File: src/rtl/br_predictor_pkg.sv
// Shared definitions for the fetch-stage branch predictor.
// Opcodes, 2-bit counter encodings and the saturating-counter update rule.
// No logic state lives here.
package br_predictor_pkg;

  localparam logic [6:0] OPC_BRANCH = 7'b1100011;
  localparam logic [6:0] OPC_JAL    = 7'b1101111;

  // Prediction is the counter MSB: the upper two states predict taken.
  typedef enum logic [1:0] {
    CTR_SNT = 2'b00,
    CTR_WNT = 2'b01,
    CTR_WT  = 2'b10,
    CTR_ST  = 2'b11
  } ctr_e;

  // Step one state towards the resolved outcome, sticking at either end.
  function automatic ctr_e sat_update(input ctr_e ctr, input logic taken);
    ctr_e nxt;
    nxt = ctr;
    case (ctr)
      CTR_SNT: nxt = taken ? CTR_WNT : CTR_SNT;
      CTR_WNT: nxt = taken ? CTR_WT  : CTR_SNT;
      CTR_WT:  nxt = taken ? CTR_ST  : CTR_WNT;
      CTR_ST:  nxt = taken ? CTR_ST  : CTR_WT;
      default: nxt = ctr;
    endcase
    return nxt;
  endfunction

endpackage

File: src/rtl/br_target_gen.sv
// Jump/branch target generator: fetch PC plus J-imm (JAL) or B-imm (anything else).
// Latency: purely combinational, zero cycles.
// Backpressure: none; output follows inputs every cycle.
module br_target_gen
  import br_predictor_pkg::*;
(
  input  logic [31:0] i_pc,
  input  logic [31:0] i_inst,
  output logic [31:0] o_target
);

  logic        w_is_jal;
  logic [31:0] w_imm_j;
  logic [31:0] w_imm_b;

  assign w_is_jal = (i_inst[6:0] == OPC_JAL);

  // Sign-extended immediates; non-JAL encodings always take the B-imm path so
  // the output stays deterministic for instructions that are not branches.
  assign w_imm_j = {{11{i_inst[31]}}, i_inst[31], i_inst[19:12], i_inst[20],
                    i_inst[30:21], 1'b0};
  assign w_imm_b = {{19{i_inst[31]}}, i_inst[31], i_inst[7], i_inst[30:25],
                    i_inst[11:8], 1'b0};

  // Plain 32-bit add, wraps silently.
  assign o_target = i_pc + (w_is_jal ? w_imm_j : w_imm_b);

endmodule

File: src/rtl/br_predictor.sv
// Bimodal branch predictor: 2-bit counter table, target generation, EX training, perf counters.
// Latency: lookup/mispredict/restore are combinational; table and counters update on the next edge.
// Backpressure: none; the pipeline holds ex_valid low while stalled so nothing is double-trained.
module br_predictor
  import br_predictor_pkg::*;
#(
  parameter int   ENTRIES  = 64,
  parameter ctr_e CTR_INIT = CTR_WNT
) (
  input  logic        clk,
  input  logic        rst_n,
  input  logic [31:0] if_pc,
  input  logic [31:0] if_inst,
  output logic        br_pred_taken,
  output logic [31:0] pred_target,
  input  logic        ex_valid,
  input  logic        ex_is_branch,
  input  logic [31:0] ex_pc,
  input  logic        ex_taken,
  input  logic        ex_pred_taken,
  input  logic [31:0] ex_target,
  output logic        mispredict,
  output logic [31:0] restore_addr,
  output logic [31:0] branch_cnt,
  output logic [31:0] mispredict_cnt
);

  localparam int IDX_W = $clog2(ENTRIES);

  ctr_e             r_bht [ENTRIES];
  logic [31:0]      r_branch_cnt;
  logic [31:0]      r_mispredict_cnt;

  logic [IDX_W-1:0] w_idx;
  logic [IDX_W-1:0] w_uidx;
  logic             w_is_b;
  logic             w_res;
  logic             w_mispredict;

  // Untagged index: PCs differing only above the index bits share an entry.
  assign w_idx  = if_pc[IDX_W+1:2];
  assign w_uidx = ex_pc[IDX_W+1:2];
  assign w_is_b = (if_inst[6:0] == OPC_BRANCH);

  // Lookup reads the registered table directly, so a same-cycle update at the
  // same index is only seen on the following cycle.
  assign br_pred_taken = w_is_b & r_bht[w_idx][1];

  br_target_gen u_target_gen (
    .i_pc     (if_pc),
    .i_inst   (if_inst),
    .o_target (pred_target)
  );

  assign w_res        = ex_valid & ex_is_branch;
  assign w_mispredict = w_res & (ex_taken != ex_pred_taken);
  assign mispredict   = w_mispredict;
  assign restore_addr = (w_res & ex_taken) ? ex_target : (ex_pc + 32'd4);

  // Train the counter of each resolved branch; reset returns the whole table to CTR_INIT.
  always_ff @(posedge clk or negedge rst_n) begin
    if (!rst_n) begin
      for (int i = 0; i < ENTRIES; i++) begin
        r_bht[i] <= CTR_INIT;
      end
    end else if (w_res) begin
      r_bht[w_uidx] <= sat_update(r_bht[w_uidx], ex_taken);
    end
  end

  // Free-running 32-bit perf counters, wrapping at 2^32.
  always_ff @(posedge clk or negedge rst_n) begin
    if (!rst_n) begin
      r_branch_cnt     <= '0;
      r_mispredict_cnt <= '0;
    end else begin
      if (w_res)        r_branch_cnt     <= r_branch_cnt + 32'd1;
      if (w_mispredict) r_mispredict_cnt <= r_mispredict_cnt + 32'd1;
    end
  end

  assign branch_cnt     = r_branch_cnt;
  assign mispredict_cnt = r_mispredict_cnt;

endmodule
File: config.mk
export PLATFORM = sky130hd
export DESIGN_NAME = br_predictor
export DESIGN_NICKNAME = d
export VERILOG_FILES = /design/src/rtl/br_predictor_pkg.sv /design/src/rtl/br_target_gen.sv /design/src/rtl/br_predictor.sv
export SDC_FILE = /design/constraint.sdc
export NUM_CORES = 1
export LEC_CHECK = 0
export BUFFER_PORTS_ARGS = -buffer_cell sky130_fd_sc_hd__buf_2
export CAP_MARGIN = 20
export CORE_UTILIZATION = 50
export CTS_CLUSTER_DIAMETER = 100
export DETAILED_ROUTE_END_ITERATION = 7
export PLACE_DENSITY = 0.71
export SLEW_MARGIN = 0
export SYNTH_ARGS = -nofsm -noshare
export SYNTH_HDL_FRONTEND = slang
export SYNTH_SLANG_ARGS = --single-unit
File: constraint.sdc
create_clock -name clk -period 6.1 [get_ports clk]
set_input_delay 0.915 -clock clk [delete_from_list [all_inputs] [get_ports clk]]
set_output_delay 0.915 -clock clk [all_outputs]
set_load 0.05 [all_outputs]
==> results of run 1 <==
[power groups by stage]
| stage | clock [mW] | combinational [mW] | sequential (mW) |
|---|---|---|---|
| finish | 1.08 | 1.05 | 1.49 |
| global route | 1.15 | 1.12 | 1.51 |
| CTS | 1.09 | 1.05 | 1.49 |
| detailed placement | 0 | 1.05 | 1.51 |
| global placement | 0 | 1.04 | 1.51 |
| floorplan | 0 | 0.655 | 1.60 |
[kinds of logic after synthesis]
group                      Yosys count  share of synthesized area
and+or+nand+nor                    345                      0.131
AOI/OAI and AO/OA                  138                     0.0746
xor gates and xnor gates           119                     0.0863
muxes                              199                      0.230
buffers and inverters               71                     0.0328
adders and majority gates           39                     0.0412
DFF                                192                      0.404
[per-layer routing]
| metal | up-vias | part of all wire | GRT usage |
|---|---|---|---|
| li1 | 4446 | - | - |
| met5 | - | 0.00036 | 0 |
| met4 | 2 | 0.043 | 0.146 |
| met1 | 4735 | 0.40 | 0.335 |
| met2 | 365 | 0.50 | 0.460 |
| met3 | 77 | 0.056 | 0.0308 |
[worst max-delay path: cells and delay by family]
family | cells | cell delay, ps
XOR/XNOR | 1 | 150
buffers and inverters | 3 | 570
AO/OA/AOI/OAI | 7 | 1780
multiplexers | 1 | 360
AND/OR/NAND/NOR | 3 | 350
adder cells (fa/ha/maj) | 1 | 340
[registers in the layout, summed over array words and instances (netlist names)]
signal	cells
r_bht	128
branch_cnt	32
mispredict_cnt	32
[area by class of cell]
type,instances,area [sq um],area share
multi-input combinational,840,6800,0.482
tap,319,399,0.0283
sequential,192,4880,0.346
timing repair buffer,268,1370,0.0970
clock buffer,17,425,0.0302
antenna,2,5.00,0.000355
inverter,21,78.8,0.00559
clock inverter,15,144,0.0102
[worst max-delay path by stage]
stage	from	to
2_1_floorplan	if_inst[6]	pred_target[30]
3_3_place_gp	if_inst[4]	pred_target[30]
3_5_place_dp	if_inst[4]	pred_target[30]
4_1_cts	if_inst[4]	pred_target[30]
5_1_grt	if_inst[4]	pred_target[30]
6_report	if_inst[4]	pred_target[30]
[metrics by stage]
step                hold WS [ps]   util
floorplan                    492      -
global placement             452  0.573
detailed placement           459  0.573
CTS                          471  0.597
global route                 474  0.597
finish                       470  0.597
[layout by cell type (no fill, tap or decap), drive strengths merged, types with 3 or more instances in the layout]
cell type	Yosys	layout
a211oi	5	5
a21boi	3	3
a21o	21	21
a21oi	28	28
a221oi	5	5
and2	3	3
and3	21	21
and4	3	3
buf	27	267
clkbuf	23	18
clkinv	0	4
clkinvlp	0	3
dfrtp	128	128
dfstp	64	64
ha	36	36
inv	21	29
mux2	138	138
mux2i	12	12
mux4	49	49
nand2	110	110
nand3	45	45
nand3b	4	4
nand4	20	20
nor2	102	102
nor2b	6	6
nor3	13	13
o211ai	4	4
o21a	6	6
o21ai	40	40
o21bai	4	4
or2	5	5
or3	6	6
xnor2	73	73
xor2	46	46
==> impl_metrics.ini, run 1 <==
[status]
status = completed

[synthesis]
synthTopCellsByArea = dfrtp_1 27%, dfstp_2 14%, mux2_2 13%
synth.distinct_cells = 61
synth.most_common_cell = mux2_2
synthFlopType = dfrtp_1
yosysWarnings = 0
netlist_instances = 1103
synth_top_area_share = 0.265
syn-cell-area_sq_um = 12100
ys_seq_area_frac = 0.404
syn_avg_cell_area_sq_um = 11.0
yosysTopAreaCell = dfrtp_1
yosys-top-cells-count = 138 x mux2_2, 128 x dfrtp_1, 110 x nand2_1
ys_seq_elements = 192
synthArstFlopShare = 1.00
synth_edf_count = 0
synth_nets = 1274

[drt]
post_drt_wl_per_cell_microns = 19.8
drt_wl_total_microns = 33100
dr.first_iter.drc_count = 688
vias = 9625
ant_nets = 0
drt_drc_violations_left = 0
dr.pass1.iters = 5
vias_per_cell = 5.75

[power]
power.share.clock = 0.298
p_seq_frac = 0.412
switching_share = 0.366
leakagePower_nw = 6.55
finalPower_mw = 3.62
internal_power_mw = 2.29
power_switching_mw = 1.33
p_per_area_nw_per_um2 = 257
power_frac_comb = 0.291
ir_worst_vdd_v = 0.000173

[worst_setup_path]
crit_fanout = 14
crit_chain = buf_2 > nor2b_1 > nand4_1 > nor2_1 > buf_4 > mux2_2 > ha_1 > o211ai_1 > o21ai_0 > a211o_1 > o2111ai_1 > a21oi_1 > a41oi_1 > o21ai_0 > xor2_1 > buf_2
r2r-start = r_bht[96]
required_ps = 5180
r2r_slack_ps = 3250
crit_type = input port to output port
reg2reg_to = r_bht[93]
critPathLaunchType = input port
cp_slowest_cell = mux2_2
cp-end-kind = output port
slowest_delay_ps = 360
arrival_ps = 4470
r2r_cells = 7

[grt]
overflow = 0
grt_max_degree = 86
antenna_found_initial = 3
grt.total_usage = 0.270
grt_pass1_vias = 9543
grt_pass1_wl_microns = 51100

[timing]
clock.fmax_ghz = 0.186
rsz0062_at_grt = no
min_period_over_period = 0.882
fin_ws_ps = 719
hold_viol = 0
finClkSkew_ps = 14.4
final_max_slew_viol_count = 0
setup_viol_count_final = 0
tightest_slew_ps = 1020
tns_ps = 0
period_needed_ps = 5380
slew_headroom = 0.318

[clock_tree]
numClockSinks = 192
numCtsBuffers = 17
cts_tree = yes
clkTransAtPathRegs_ps = 70
htree_levels = 4
clock_latency_ps = 440
clockBufferDepth = 2
cts_setup_buffers = 0
holdBufCountCts = 0
cts_resized = 0
cts_root_buf = clkbuf_16

[layout]
final_cells = 1674
fin_area_sq_um = 14100
fill_cells = 1990
area_growth_pct = 16.8
num-nets-final = 1511
drive_gt1_frac = 0.417

[placed_design]
place_inst = 1640
io_buffers = 261
place_congestion = 0.949
hpwl_microns = 24600
placed_area_sq_um = 13500
place_ws_ps = 720

[worst_hold_path]
min_to = branch_cnt[31]
whs_path_depth = 1
hp-class = flop to flop
holdCritStartpoint = branch_cnt[31]

[floorplanning]
die_y_microns = 157
start_util = 0.512
std_cell_rows = 56
fp.dieW_microns = 157
ios = 264
core_sq_um = 23600
dieArea_sq_um = 24800

[job]
drv_cap = 0
Note: power is estimated with default switching activity, not from simulation.
==> run 2, diff against run 1 <==
==> constraint.sdc (replaced) <==
create_clock -name clk -period 5.3 [get_ports clk]
set_input_delay 0.795 -clock clk [delete_from_list [all_inputs] [get_ports clk]]
set_output_delay 0.795 -clock clk [all_outputs]
set_load 0.05 [all_outputs]
==> run 2 against run 1 <==
- utilization increased by 0.15 points
- first-iteration DRC count increased by 34%
- final cell count about the same
- clock skew decreased by 3.0 ps
- final area increased by 0.25%
- sequential power increased by 15%
- clock-buffer cell count unchanged
- critical endpoint is now pred_target[29]
==> impl_metrics.ini, run 2 (synthesis gave the netlist of run 1 again) <==
[timing]
tightest_slew_ps = 989
period_needed_ps = 5090
rsz0062_at_grt = no
hold_viol = 0
slew_headroom = 0.341
min_period_over_period = 0.961
clock.fmax_ghz = 0.196
final_max_slew_viol_count = 0
whs_ps = 395
finClkSkew_ps = 11.5
setup_viol_count_final = 0

[drt]
drt_wl_total_microns = 33200
dr.pass1.iters = 5
post_drt_wl_per_cell_microns = 19.8
vias = 9639
drt_drc_violations_left = 0
dr.first_iter.drc_count = 925
ant_nets = 0
vias_per_cell = 5.75

[power]
leakagePower_nw = 6.57
power_frac_comb = 0.290
power.share.clock = 0.299
switching_share = 0.368
p_seq_frac = 0.410
ir_worst_vdd_v = 0.000246
power_switching_mw = 1.54
p_per_area_nw_per_um2 = 296
internal_power_mw = 2.65

[worst_setup_path]
crit_type = input port to output port
r2r_slack_ps = 2470
critPathLaunchType = input port
required_ps = 4510
crit_start = if_inst[4]
arrival_ps = 4300
crit_fanout = 10
r2r_cells = 7
cp-end-kind = output port
reg2reg_to = r_bht[119]
r2r-start = r_bht[98]

[floorplanning]
std_cell_rows = 56
ios = 264
fp.dieW_microns = 157
start_util = 0.512
core_sq_um = 23600
dieArea_sq_um = 24800
die_y_microns = 157

[grt]
grt_pass1_wl_microns = 51800
overflow = 0
grt_pass1_vias = 9501
antenna_found_initial = 2
grt.total_usage = 0.273
grt_max_degree = 83

[placed_design]
io_buffers = 261
hpwl_microns = 24500
place_inst = 1641
place_congestion = 0.903
placed_area_sq_um = 13500

[clock_tree]
cts_root_buf = clkbuf_16
htree_levels = 4
clkTransAtPathRegs_ps = 70
clockBufferDepth = 2
clock_latency_ps = 430
cts_tree = yes
numCtsBuffers = 17
numClockSinks = 192

[layout]
final_cells = 1675
fin_area_sq_um = 14100
top_register = r_bht
num-nets-final = 1512
drive_gt1_frac = 0.420
largest_register_ffs = 128
layout_common_cells = 260 x buf_2, 138 x mux2_2, 128 x dfrtp_1, 110 x nand2_1, 101 x nor2_1
area_growth_pct = 17.1
layout_commonest_cell = buf_2

[job]
drv_cap = 0

[status]
status = completed

[worst_hold_path]
hp-class = input port to async pin
run 2: power by group through the flow:
stage | clock network [mW] | logic (mW) | registers (mW)
4_1_cts | 1.28 | 1.22 | 1.72
6_report | 1.25 | 1.22 | 1.72
3_3_place_gp | 0 | 1.19 | 1.73
2_1_floorplan | 0 | 0.754 | 1.84
5_1_grt | 1.33 | 1.29 | 1.74
3_5_place_dp | 0 | 1.21 | 1.74
run 2: metal layers:
| layer | vias up | GRT usage | share of wire |
|---|---|---|---|
| met5 | - | 0 | 0 |
| met4 | 0 | 0.160 | 0.049 |
| met3 | 83 | 0.0460 | 0.058 |
| met2 | 367 | 0.449 | 0.49 |
| met1 | 4728 | 0.339 | 0.40 |
| li1 | 4461 | - | - |
run 2: through the flow:
step	setup slack (ps)	total power [mW]	utilization	setup TNS (ps)
floorplan	19.7	2.59	-	0
global placement	97.8	2.93	0.574	0
detailed placement	-4.08	2.95	0.574	-4.08
CTS	73.9	4.21	0.598	0
global route	23.9	4.36	0.599	0
finish	207	4.19	0.599	0
run 2: worst max path at each step:
stage	slack, ps	end	depth (start not counted)
3_5_place_dp	-4	pred_target[30]	15
3_3_place_gp	100	pred_target[30]	15
4_1_cts	70	pred_target[30]	15
5_1_grt	20	pred_target[29]	16
2_1_floorplan	20	pred_target[30]	14
6_report	210	pred_target[29]	16
run 2: cell type report:
class                      count  area [sq um]
multi-input combinational    840          6820
clock inverter                15           140
antenna                        2          5.00
tap                          319           399
inverter                      21          78.8
clock buffer                  17           425
sequential                   192          4880
fill                        2022          9470
timing repair buffer         269          1390
run 2: worst max-delay path, cell delays in order:
cell	delay [ps]
buf_2	100
nor2b_1	100
nand4_1	140
nor2_2	290
buf_4	230
mux2_2	340
ha_1	360
nand4_1	180
nor2_1	70
a211oi_1	280
a21oi_1	140
o31a_1	330
a211oi_1	340
o21ai_0	180
xor2_1	160
buf_2	280
run 2: repair_timing:
item / 4_1_cts / 5_1_grt
hold buffers: 0 / 0
buffers inserted: 0 / 0
endpoints found under the setup margin: 2 / 5
pin swaps: 0 / 0
gates resized for setup: 1 / 4
